$ cat src/rtl/player_source_mux_n.sv
// player_source_mux_n: per-player source select between local control and the
// UART remote path, with frame-aligned start/stop, a remote sync phase and
// per-remote staleness timeout (hold last value, report link loss).
//
// state  | meaning
// -------+---------------------------------------------------------------
// IDLE   | not running; every player shown at its start position
// SYNC   | local player live; waiting for a first strobe from each remote
// RUN    | all remotes live; per-remote staleness counters running
// LOST   | at least one remote stale; its position held, collision masked
//
// local_id carries one bit more than an index needs so that an out-of-range
// player number can actually be presented and flagged through cfg_err.
module player_source_mux_n #(
  parameter int N_PLAYERS = 2,
  parameter int COORD_W   = 8,
  parameter int TIMEOUT   = 1_000_000,
  parameter logic [N_PLAYERS*COORD_W-1:0] START_X = {8'd200, 8'd40},
  parameter logic [N_PLAYERS*COORD_W-1:0] START_Y = {8'd120, 8'd120},
  localparam int ID_W = $clog2(N_PLAYERS) + 1
) (
  input  logic                           clk,
  input  logic                           rst_n,
  input  logic                           run,
  input  logic [ID_W-1:0]                local_id,
  input  logic                           frame_tick,
  input  logic [N_PLAYERS*COORD_W-1:0]   ctrl_x,
  input  logic [N_PLAYERS*COORD_W-1:0]   ctrl_y,
  input  logic [N_PLAYERS-1:0]           ctrl_coll,
  input  logic [N_PLAYERS*COORD_W-1:0]   uart_x,
  input  logic [N_PLAYERS*COORD_W-1:0]   uart_y,
  input  logic [N_PLAYERS-1:0]           uart_coll,
  input  logic [N_PLAYERS-1:0]           uart_valid,
  output logic [N_PLAYERS*COORD_W-1:0]   cur_x,
  output logic [N_PLAYERS*COORD_W-1:0]   cur_y,
  output logic [N_PLAYERS-1:0]           collision,
  output logic [N_PLAYERS-1:0]           stale,
  output logic                           link_lost,
  output logic                           active,
  output logic                           cfg_err
);

  localparam int CNT_W = $clog2(TIMEOUT + 1);
  localparam logic [CNT_W-1:0] CNT_MAX = CNT_W'(TIMEOUT);

  typedef enum logic [1:0] {S_IDLE, S_SYNC, S_RUN, S_LOST} state_t;

  state_t                              state_q, state_d;
  logic [ID_W-1:0]                     local_q, local_d;
  logic                                cfg_err_q, cfg_err_d;
  logic [N_PLAYERS-1:0][COORD_W-1:0]   hold_x_q, hold_x_d, hold_y_q, hold_y_d;
  logic [N_PLAYERS-1:0]                hold_c_q, hold_c_d;
  logic [N_PLAYERS-1:0]                seen_q, seen_d;
  logic [N_PLAYERS-1:0][CNT_W-1:0]     cnt_q, cnt_d;
  logic [N_PLAYERS-1:0][COORD_W-1:0]   cur_x_q, cur_x_d, cur_y_q, cur_y_d;
  logic [N_PLAYERS-1:0]                coll_q, coll_d;
  logic [N_PLAYERS-1:0]                stale_q, stale_d;
  logic                                link_lost_q, link_lost_d;
  logic                                active_q, active_d;
  logic [N_PLAYERS-1:0]                loc_mask;
  logic                                start_ok, counting, all_seen, any_stale;

  // Next-state, hold/counter updates and registered-output values.
  always_comb begin
    state_d   = state_q;
    local_d   = local_q;
    cfg_err_d = cfg_err_q;
    hold_x_d  = hold_x_q;
    hold_y_d  = hold_y_q;
    hold_c_d  = hold_c_q;
    seen_d    = seen_q;
    cnt_d     = cnt_q;
    stale_d   = '0;
    loc_mask  = '0;
    all_seen  = 1'b1;
    any_stale = 1'b0;
    cur_x_d   = START_X;
    cur_y_d   = START_Y;
    coll_d    = '0;
    counting  = (state_q == S_RUN) || (state_q == S_LOST);
    start_ok  = (state_q == S_IDLE) && frame_tick && run &&
                (local_id < ID_W'(N_PLAYERS));

    if ((state_q == S_IDLE) && frame_tick && run) begin
      if (start_ok) begin
        local_d   = local_id;
        cfg_err_d = 1'b0;
      end else begin
        cfg_err_d = 1'b1;
      end
    end

    for (int i = 0; i < N_PLAYERS; i++) begin
      loc_mask[i] = (local_d == ID_W'(i));
    end

    for (int i = 0; i < N_PLAYERS; i++) begin
      if (state_q == S_IDLE) begin
        hold_x_d[i] = START_X[i*COORD_W +: COORD_W];
        hold_y_d[i] = START_Y[i*COORD_W +: COORD_W];
        hold_c_d[i] = 1'b0;
        seen_d[i]   = 1'b0;
        cnt_d[i]    = '0;
      end else if (!loc_mask[i]) begin
        if (uart_valid[i]) begin
          hold_x_d[i] = uart_x[i*COORD_W +: COORD_W];
          hold_y_d[i] = uart_y[i*COORD_W +: COORD_W];
          hold_c_d[i] = uart_coll[i];
          seen_d[i]   = 1'b1;
        end
        if (counting) begin
          if (uart_valid[i]) begin
            cnt_d[i] = '0;
          end else if (cnt_q[i] != CNT_MAX) begin
            cnt_d[i] = cnt_q[i] + 1'b1;
          end
        end
        stale_d[i] = counting && (cnt_d[i] == CNT_MAX);
      end
      if (!loc_mask[i] && !seen_d[i]) begin
        all_seen = 1'b0;
      end
    end
    any_stale = |stale_d;

    case (state_q)
      S_IDLE:  if (start_ok)   state_d = S_SYNC;
      S_SYNC:  if (all_seen)   state_d = S_RUN;
      S_RUN:   if (any_stale)  state_d = S_LOST;
      S_LOST:  if (!any_stale) state_d = S_RUN;
      default: state_d = S_IDLE;
    endcase

    // A stop request at a frame boundary overrides every other event.
    if ((state_q != S_IDLE) && frame_tick && !run) begin
      state_d = S_IDLE;
      stale_d = '0;
    end

    if (state_d != S_IDLE) begin
      for (int i = 0; i < N_PLAYERS; i++) begin
        if (loc_mask[i]) begin
          cur_x_d[i] = ctrl_x[i*COORD_W +: COORD_W];
          cur_y_d[i] = ctrl_y[i*COORD_W +: COORD_W];
          coll_d[i]  = ctrl_coll[i];
        end else begin
          cur_x_d[i] = hold_x_d[i];
          cur_y_d[i] = hold_y_d[i];
          coll_d[i]  = hold_c_d[i] && !stale_d[i];
        end
      end
    end

    active_d = (state_d != S_IDLE);
    // Link loss stays reported for one cycle after leaving LOST.
    link_lost_d = active_d && ((state_d == S_LOST) || (state_q == S_LOST));
  end

  // State, hold registers, counters and all outputs.
  always_ff @(posedge clk or negedge rst_n) begin
    if (!rst_n) begin
      state_q     <= S_IDLE;
      local_q     <= '0;
      cfg_err_q   <= 1'b0;
      hold_x_q    <= START_X;
      hold_y_q    <= START_Y;
      hold_c_q    <= '0;
      seen_q      <= '0;
      cnt_q       <= '0;
      cur_x_q     <= START_X;
      cur_y_q     <= START_Y;
      coll_q      <= '0;
      stale_q     <= '0;
      link_lost_q <= 1'b0;
      active_q    <= 1'b0;
    end else begin
      state_q     <= state_d;
      local_q     <= local_d;
      cfg_err_q   <= cfg_err_d;
      hold_x_q    <= hold_x_d;
      hold_y_q    <= hold_y_d;
      hold_c_q    <= hold_c_d;
      seen_q      <= seen_d;
      cnt_q       <= cnt_d;
      cur_x_q     <= cur_x_d;
      cur_y_q     <= cur_y_d;
      coll_q      <= coll_d;
      stale_q     <= stale_d;
      link_lost_q <= link_lost_d;
      active_q    <= active_d;
    end
  end

  assign cur_x     = cur_x_q;
  assign cur_y     = cur_y_q;
  assign collision = coll_q;
  assign stale     = stale_q;
  assign link_lost = link_lost_q;
  assign active    = active_q;
  assign cfg_err   = cfg_err_q;

endmodule

$ cat config.mk
export PLATFORM = sky130hd
export DESIGN_NAME = player_source_mux_n
export DESIGN_NICKNAME = d
export VERILOG_FILES = /design/src/rtl/player_source_mux_n.sv
export SDC_FILE = /design/constraint.sdc
export NUM_CORES = 1
export LEC_CHECK = 0
export ABC_AREA = 1
export CORE_MARGIN = 8
export CORE_UTILIZATION = 35
export CTS_BUF_LIST = sky130_fd_sc_hd__clkbuf_4
export DETAILED_ROUTE_END_ITERATION = 8
export PLACE_DENSITY = 0.63
export SLEW_MARGIN = 25
export SYNTH_ARGS = -nofsm -noshare
export SYNTH_HDL_FRONTEND = slang
export SYNTH_SLANG_ARGS = --single-unit
$ cat constraint.sdc
create_clock -name clk -period 2.2 [get_ports clk]
set_clock_uncertainty 0.1 [all_clocks]
set_input_delay 0.22 -clock clk [delete_from_list [all_inputs] [get_ports clk]]
set_output_delay 0.22 -clock clk [all_outputs]
set_load 0.005 [all_outputs]
== Yosys cells after proc, flatten, opt, wreduce, memory -nomap -nowiden ==
Cells that the tools add are included.

* Output and inout port bits: 39
* Input port bits: 76
* Bits in registers: 119

* Equal/unequal tests: 11
* Order comparisons: 1
* Reductions and logical operators: 26
* Add/subtract/negate cells: 2
* Mux-type cells: 63

{| class="wikitable"
|+ Operators with widths
! cell !! count
|-
| 2-to-1 mux 20 bit || 14
|-
| 2-to-1 mux 8 bit || 16
|-
| adder 20 x 1 -> 20 bit, second input constant || 2
|-
| equality test 20 bit, second input constant || 2
|-
| != test 20 bit, second input constant || 2
|-
| 2-to-1 mux 16 bit || 2
|-
| 2-to-1 mux 1 bit || 21
|-
| 2-to-1 mux 2 bit || 9
|-
| logical AND 1 bit || 12
|-
| case mux 2 bit (4 select lines) || 1
|-
| logical NOT 1 bit || 7
|-
| equality test 2 bit, second input constant || 3
|-
| equality test 2 x 1 -> 1 bit, second input constant || 2
|-
| logical NOT 2 bit || 2
|-
| != test 2 x 1 -> 1 bit, second input constant || 2
|-
| nonzero test 2 bit || 2
|-
| logical OR 1 bit || 2
|-
| less-than comparator 2 bit, second input constant || 1
|-
| OR reduction 2 bit || 1
|}

== Longest topological paths before layout ==
Gate-level depths: netlist of run 1.

* Depth in word-level cells: 20
* Mapped depth: 20
* Depth with buffers taken out: 20

== Least setup slack after synthesis of run 1 ==
OpenSTA, ideal clock, no wires.

* Kind: reg2reg
* Start: reg cnt_q[20] in the netlist's numbering
* End: reg cur_x_q, in the netlist cur_x[11]
* Slack: -0.078 ns
* Period minus slack after synthesis: 2.278 ns
* Path buffers: 1
* Required time: 2.020 ns
* Arrival: 2.098 ns
* Stages on the path, launching flop included: 19
* Path through: dfrtp_1 -> inv_1 -> ha_1 -> inv_1 -> nor2_1 -> nand2_1 -> nor2_1 -> nand3_1 -> nand2_1 -> inv_2 -> nand3_1 -> nand2_1 -> nor3_2 -> nand3_1 -> nand3_2 -> nand2_4 -> nand2_4 -> buf_12 -> nand3_2

{| class="wikitable"
|+ RTL lines
! what !! RTL line !! text
|-
| from (decl) || 54 || <nowiki>logic [N_PLAYERS-1:0][CNT_W-1:0] cnt_q, cnt_d;</nowiki>
|-
| from (signal assigned) || 184 || <nowiki>cnt_q <= cnt_d;</nowiki>
|-
| to (signal assigned) || 185 || <nowiki>cur_x_q <= cur_x_d;</nowiki>
|-
| to (decl) || 55 || <nowiki>logic [N_PLAYERS-1:0][COORD_W-1:0] cur_x_q, cur_x_d, cur_y_q, cur_y_d;</nowiki>
|}

==> impl_metrics.tcl, run 1 <==
set metrics [dict create \
    p_sw_uw 5170 \
    root_buffer "clkbuf_4" \
    arrival_ns 2.98 \
    grt_pass1_wl_um 39400 \
    antenna_found_initial 1 \
    clk_pin_slew_ns 0.14 \
    synth_edf_count 0 \
    holdCritStartpoint "ctrl_y[6]" \
    grt_max_degree 45 \
    synth_commonest_cells "nand2_1, nor2_1, nand3_1, dfrtp_1, inv_1" \
    seq_area_frac_synth_pct 43.1 \
    synthesis.instances 940 \
    fin_area_um2 11000 \
    hp-class "input pin to register" \
    drt_wl_total_um 25500 \
    power.density_nw_per_um2 1120 \
    synth_top_area_share_pct 33.3 \
    slew_headroom_pct 59.8 \
    dp.cells 1503 \
    routabilityCongestion 0.971 \
    synth_xor_area_share_pct 0.627 \
    ioPinCount 115 \
    worstMarginPinSlew_ns 0.604 \
    crit_required_ns 2.60 \
    swShare_pct 42.0 \
    clockBufferDepth 2 \
    syn_area_per_cell_um2 7.43 \
    violations "negative setup slack" \
    hold_ws_ns 0.0639 \
    async_flop_share_pct 100 \
    ant_nets 0 \
    syn_nets 1020 \
    grt.overflow.total 0 \
    clkPwrFrac_pct 14.4 \
    numCtsBuffers 17 \
    final_cells 1569 \
    cts_max_level 4 \
    synth_cell_types 37 \
    syn_area_um2 6990 \
    synth.area.mux_share_pct 0 \
    dr.pass1.iters 5 \
    p_int_uw 7140 \
    insertion_delay_ns 0.58 \
    synth_simple_gate_area_share_pct 34.6 \
    period_minus_slack_ns 2.58 \
    synth_top_cell_by_area "dfrtp_1" \
    track_usage_pct 20.3 \
    grt_setup_unrepaired "yes" \
    nNetsFinal 1370 \
    post_synth_fa_ha_maj_area_fraction_pct 0.716 \
    finalPower_uw 12300 \
    chipWidth_um 157 \
    hold_violations 0 \
    critPathKind "register to register" \
    post-route-period-util_pct 117 \
    setup_viol 40 \
    place.port_buffers 114 \
    p_leak_uw 0.00504 \
    crit_start "cnt_q[20]$_DFFE_PN0P_" \
    num_rows 51 \
    crit_fanout 10 \
    routedWlPerCell_um 16.2 \
    timing.fmax_ghz 0.388 \
    ys.flop_type "dfrtp_1" \
    setup_slack_ns -0.378 \
    clock_sinks 119 \
    fillers 1823 \
    viasPerCell 4.97 \
    dieArea_um2 24700 \
    start_kind "register" \
    layout-drive-gt1-share_pct 35.1 \
    synth.yosys.warnings 0 \
    area_growth_pct 57.9 \
    cts_tree "built" \
    start_util_pct 35.8 \
    p_comb_share_pct 58.1 \
    ir_worst_vdd_mv 0.706 \
    multi_input_area_um2 3820 \
    drtIter0Drc 570 \
    vias 7801 \
    power_frac_seq_pct 27.5 \
    place_hpwl_um 18500 \
    synth_compound_gate_area_share_pct 12.7 \
    synth_top_family_by_area "simple AND/OR/NAND/NOR gates" \
    r2r_start "cnt_q[20]$_DFFE_PN0P_" \
    core-area_um2 19500 \
    drc 0 \
    status "finished, violations left" \
    synth_seq_cells 119 \
    die-height_um 157 \
    yosys-top-cells-area "dfrtp_1, nand2_1, dfstp_2" \
    placed_cell_area_um2 10000 \
    finalMaxSlewViolations 0 \
    place_ws_ns -0.393 \
    grt_pass1_vias 7678 \
    max_cap_violations 0 \
    worst_setup_path_end_kind "register" \
    yosysMostFrequentCell "nand2_1" \
    ff_latch_area_um2 3020 \
]
## final cells by class
class                   instances  share of cell area (%)
multi-input cells             686                    34.6
clock inverters                15                    1.63
clock buffers                  17                    1.16
diodes                          1                  0.0227
well taps                     265                    3.00
repair buffers                366                    28.8
inverters                     100                    3.42
flip-flops and latches        119                    27.4
## repair_timing
action | 4_1_cts | 5_1_grt
setup buffers | 17 | 13
hold buffers | 1 | 0
gates resized for setup | 43 | 64
gates cloned | 1 | 2
hold endpoints to repair | 43 | 0
endpoints found under the setup margin | 40 | 57
pin swaps | 4 | 28
## power by group through the flow
stage	registers, uW	clock network, uW	logic (uW)
6_report	3390	1770	7150
5_1_grt	3470	1920	7770
4_1_cts	3380	1800	6730
3_5_place_dp	3420	0	6450
3_3_place_gp	3410	0	6400
2_1_floorplan	3410	0	3150
## worst max-delay path: stages (launching register included)
cell and delay, ns:
dfrtp_1 0.43, buf_6 0.13, ha_4 0.15, nand2_1 0.05, nor2_1 0.09, buf_4 0.15, nand2_4 0.06, buf_6 0.13
nor2_4 0.10, nand2_2 0.06, nand3_2 0.08, nand2_2 0.08, nor3_4 0.23, nand3_2 0.13, nand3_4 0.11, nand2_8 0.10
clkbuf_16 0.22, a21oi_2 0.12
## path summary, 6_finish.rpt
kind / end / slack, ns / cells past startpoint
setup reg to reg: cur_x[6]$_DFF_PN0_ / -0.38 / 17
hold / removal: cur_y[6]$_DFF_PN1_ / 0.06 / 3
max in group asynchronous: cur_y[12]$_DFF_PN1_ / 1.16 / 3
hold reg to reg: hold_x_q[9]$_DFF_PN0_ / 0.41 / 2
setup / recovery: cur_x[6]$_DFF_PN0_ / -0.38 / 17
min in group asynchronous: hold_x_q[1]$_DFF_PN0_ / 0.08 / 2
## state kept, by name, summed over array words and instances (netlist names)
| signal | count |
|---|---|
| cnt_q | 40 |
| cur_x | 16 |
| cur_y | 16 |
| hold_x_q | 16 |
| hold_y_q | 16 |
| collision | 2 |
| hold_c_q | 2 |
| local_q | 2 |
| seen_q | 2 |
| stale | 2 |
| state_q | 2 |
| active | 1 |
| cfg_err | 1 |
| link_lost | 1 |
## routing by layer
layer	vias to the layer above	share of wire (%)	global-route usage, %
met4	0	2.9	8.20
li1	3827	-	-
met3	57	5.5	4.30
met2	251	49	33.2
met5	-	0	0
met1	3666	43	25.7
## cells by family (layout without fill, tap and decap cells)
logic type / count (synthesis) / in the layout
AO/OA/AOI/OAI: 153 / 153
XOR/XNOR: 5 / 5
adder cells (fa/ha/maj): 4 / 4
buffers and inverters: 136 / 498
flip-flops: 119 / 119
other: 0 / 1
AND/OR/NAND/NOR: 523 / 524
## layout by cell type, fill, tap and decap left out, types with 6 or more instances in the layout
cell type	n
inv_2	13
nand3_1	81
clkdlybuf4s50_1	113
dfstp_2	26
nor2_2	15
nor2_4	16
dfrtp_2	8
o22ai_1	34
a21oi_1	8
inv_1	81
buf_12	7
o21ai_0	74
nor3_1	9
nand3_2	24
o21ai_1	10
nand3_4	6
nand2_2	22
nand4_1	26
nand2_1	202
dfrtp_1	85
buf_4	238
a21oi_2	19
nor2_1	102
clkbuf_4	17
inv_6	10
## metrics by stage
step | utilization, % | TNS (ns)
2_1_floorplan | - | -0.148
3_3_place_gp | 51.4 | -15.56
3_5_place_dp | 51.4 | -17.15
4_1_cts | 54.6 | -8.17
5_1_grt | 56.5 | -17.51
6_report | 56.5 | -12.73
Note: power is estimated with default switching activity, not from simulation.
==> inputs of run 2 (changes only) <==
Settings changed: CAP_MARGIN set to 25.
==> results of run 2 <==
Same layout as run 1: the final DEF is identical, and so are final timing and power.
==> inputs of run 3 (changes only) <==
Settings changed: CTS_BUF_LIST sky130_fd_sc_hd__clkbuf_4 to sky130_fd_sc_hd__clkbuf_4 sky130_fd_sc_hd__clkbuf_8, CTS_CLUSTER_SIZE set to 28.
==> run 3 against run 2 <==
  * Cell count is 0.38% lower
  * Critical path depth did not move
  * Sequential power about the same
  * Global-route usage barely moved
  * Register-to-register slack better by 0.04 ns
  * The flow still finishes with violations (negative setup slack)
==> impl_metrics.tcl, run 3 (synthesis gave the netlist of run 1 again) <==
set metrics [dict create \
    nNetsFinal 1365 \
    critPathTopFamily "simple AND/OR/NAND/NOR gates" \
    p_int_uw 7440 \
    drc 0 \
    place_ws_ns -0.393 \
    period_minus_slack_ns 2.54 \
    antenna_found_initial 0 \
    root_buffer "clkbuf_8" \
    regMostFlops "cnt_q" \
    cts_max_level 4 \
    finalPower_uw 12600 \
    path_cells "buf_6 -> ha_4 -> nand2_2 -> nor2_1 -> buf_4 -> nand2_4 -> buf_6 -> nor2_4 -> nand2_2 -> nand3_2 -> nand2_2 -> nor3_4 -> nand3_2 -> nand3_4 -> nand2_8 -> clkbuf_16 -> a21oi_2" \
    fin_area_um2 11200 \
    worstMarginPinSlew_ns 0.602 \
    grt_pass1_vias 7681 \
    max_stage_delay_ns 0.41 \
    routabilityCongestion 0.971 \
    worst_setup_path_end_kind "register" \
    grt_max_degree 45 \
    placed_cell_area_um2 10000 \
    layout_common_cells "buf_4, nand2_1, clkdlybuf4s50_1" \
    p_sw_uw 5200 \
    routedWlPerCell_um 16.4 \
    area_growth_pct 59.7 \
    ioPinCount 115 \
    swShare_pct 41.1 \
    power.density_nw_per_um2 1130 \
    drtIter0Drc 641 \
    clk_pin_slew_ns 0.08 \
    violations "negative setup slack" \
    vias 7830 \
    dp.cells 1503 \
    layout_commonest_cell "buf_4" \
    num_rows 51 \
    start_kind "register" \
    place.port_buffers 114 \
    clkPwrFrac_pct 17.0 \
    grt_pass1_wl_um 39500 \
    clock_sinks 119 \
    hp-class "input pin to register" \
    path_buf_inv 4 \
    hold_violations 0 \
    clockBufferDepth 2 \
    cts_tree "built" \
    viasPerCell 5.01 \
    crit_fanout 6 \
    chipWidth_um 157 \
    arrival_ns 2.83 \
    final_cells 1563 \
    antennaDiodeCount 0 \
    die-height_um 157 \
    max_cap_violations 0 \
    crit_slowest_cell "dfrtp_1" \
    place_hpwl_um 18500 \
    largest_reg_flops 40 \
    grt.overflow.total 0 \
    critPathKind "register to register" \
    drt_wl_total_um 25600 \
    p_leak_uw 0.00509 \
    dr.pass1.iters 5 \
    start_util_pct 35.8 \
    setup_slack_ns -0.335 \
    finalMaxSlewViolations 0 \
    numCtsBuffers 17 \
    core-area_um2 19500 \
    timing.fmax_ghz 0.394 \
    crit_required_ns 2.49 \
    p_comb_share_pct 56.1 \
    dieArea_um2 24700 \
    insertion_delay_ns 0.46 \
    setup_viol 41 \
    ant_nets 0 \
    slew_headroom_pct 59.9 \
    layout-drive-gt1-share_pct 35.7 \
    worst_path_most_repeated_cell "nand2_2" \
    post-route-period-util_pct 115 \
    status "finished, violations left" \
    hold_ws_ns 0.194 \
    grt_setup_unrepaired "yes" \
    track_usage_pct 20.3 \
    power_frac_seq_pct 27.0 \
    ir_worst_vdd_mv 0.625 \
]
[run 3: path summary, 6_finish.rpt]
kind	cells past startpoint	slack, ns	endpoint	start
min	3	0.19	cur_x[3]$_DFF_PN1_	ctrl_x[3]
min in group asynchronous	2	0.20	collision[0]$_DFF_PN0_	rst_n
max	17	-0.34	cur_x[8]$_DFF_PN0_	cnt_q[21]$_DFFE_PN0P_
max reg2reg	17	-0.34	cur_x[8]$_DFF_PN0_	cnt_q[21]$_DFFE_PN0P_
min reg2reg	2	0.40	hold_x_q[4]$_DFF_PN0_	hold_x_q[4]$_DFF_PN0_
max in group asynchronous	3	1.04	cur_y[12]$_DFF_PN1_	rst_n
[run 3: repair_timing]
item,CTS,global route
setup endpoints to repair,40,56
hold buffers,1,0
endpoints found under the hold margin,33,0
resized for setup,52,75
cloned,1,3
setup buffers,18,9
pin swaps,13,28
[run 3: metal layers]
layer  vias up  global-route usage [%]  wire length, um
li1       3820                       -                -
met1      3700                    25.7            10900
met2       263                    33.6            12500
met3        47                    3.95             1540
met4         0                    7.93              654
met5         -                       0                0
[run 3: cell type report]
type / count / area [um2]
Fill cell: 1799 / 8360
Multi-Input combinational cell: 686 / 3860
Timing Repair Buffer: 361 / 3160
Sequential cell: 119 / 3020
Inverter: 100 / 378
Tap cell: 265 / 332
Clock buffer: 17 / 234
Clock inverter: 15 / 180
[run 3: worst register-to-register path: cells and delay by family (launching register included)]
| family | cells | cell delay, ns |
|---|---|---|
| AOI/OAI and AO/OA | 1 | 0.12 |
| adders and majority gates | 1 | 0.16 |
| buffers and inverters | 4 | 0.61 |
| DFF | 1 | 0.41 |
| and+or+nand+nor | 11 | 1.08 |
[run 3: power by group through the flow]
stage | clock network (uW) | logic (uW) | registers, uW
floorplan | 0 | 3150 | 3410
global placement | 0 | 6400 | 3410
detailed placement | 0 | 6450 | 3420
CTS | 2190 | 6720 | 3390
global route | 2290 | 7710 | 3490
finish | 2150 | 7080 | 3410
[run 3: per-stage QoR]
step / util, % / setup TNS (ns)
5_1_grt: 57.2 / -16.11
6_report: 57.2 / -11.26
2_1_floorplan: - / -0.148
3_5_place_dp: 51.4 / -17.15
3_3_place_gp: 51.4 / -15.56
4_1_cts: 55.2 / -8.06
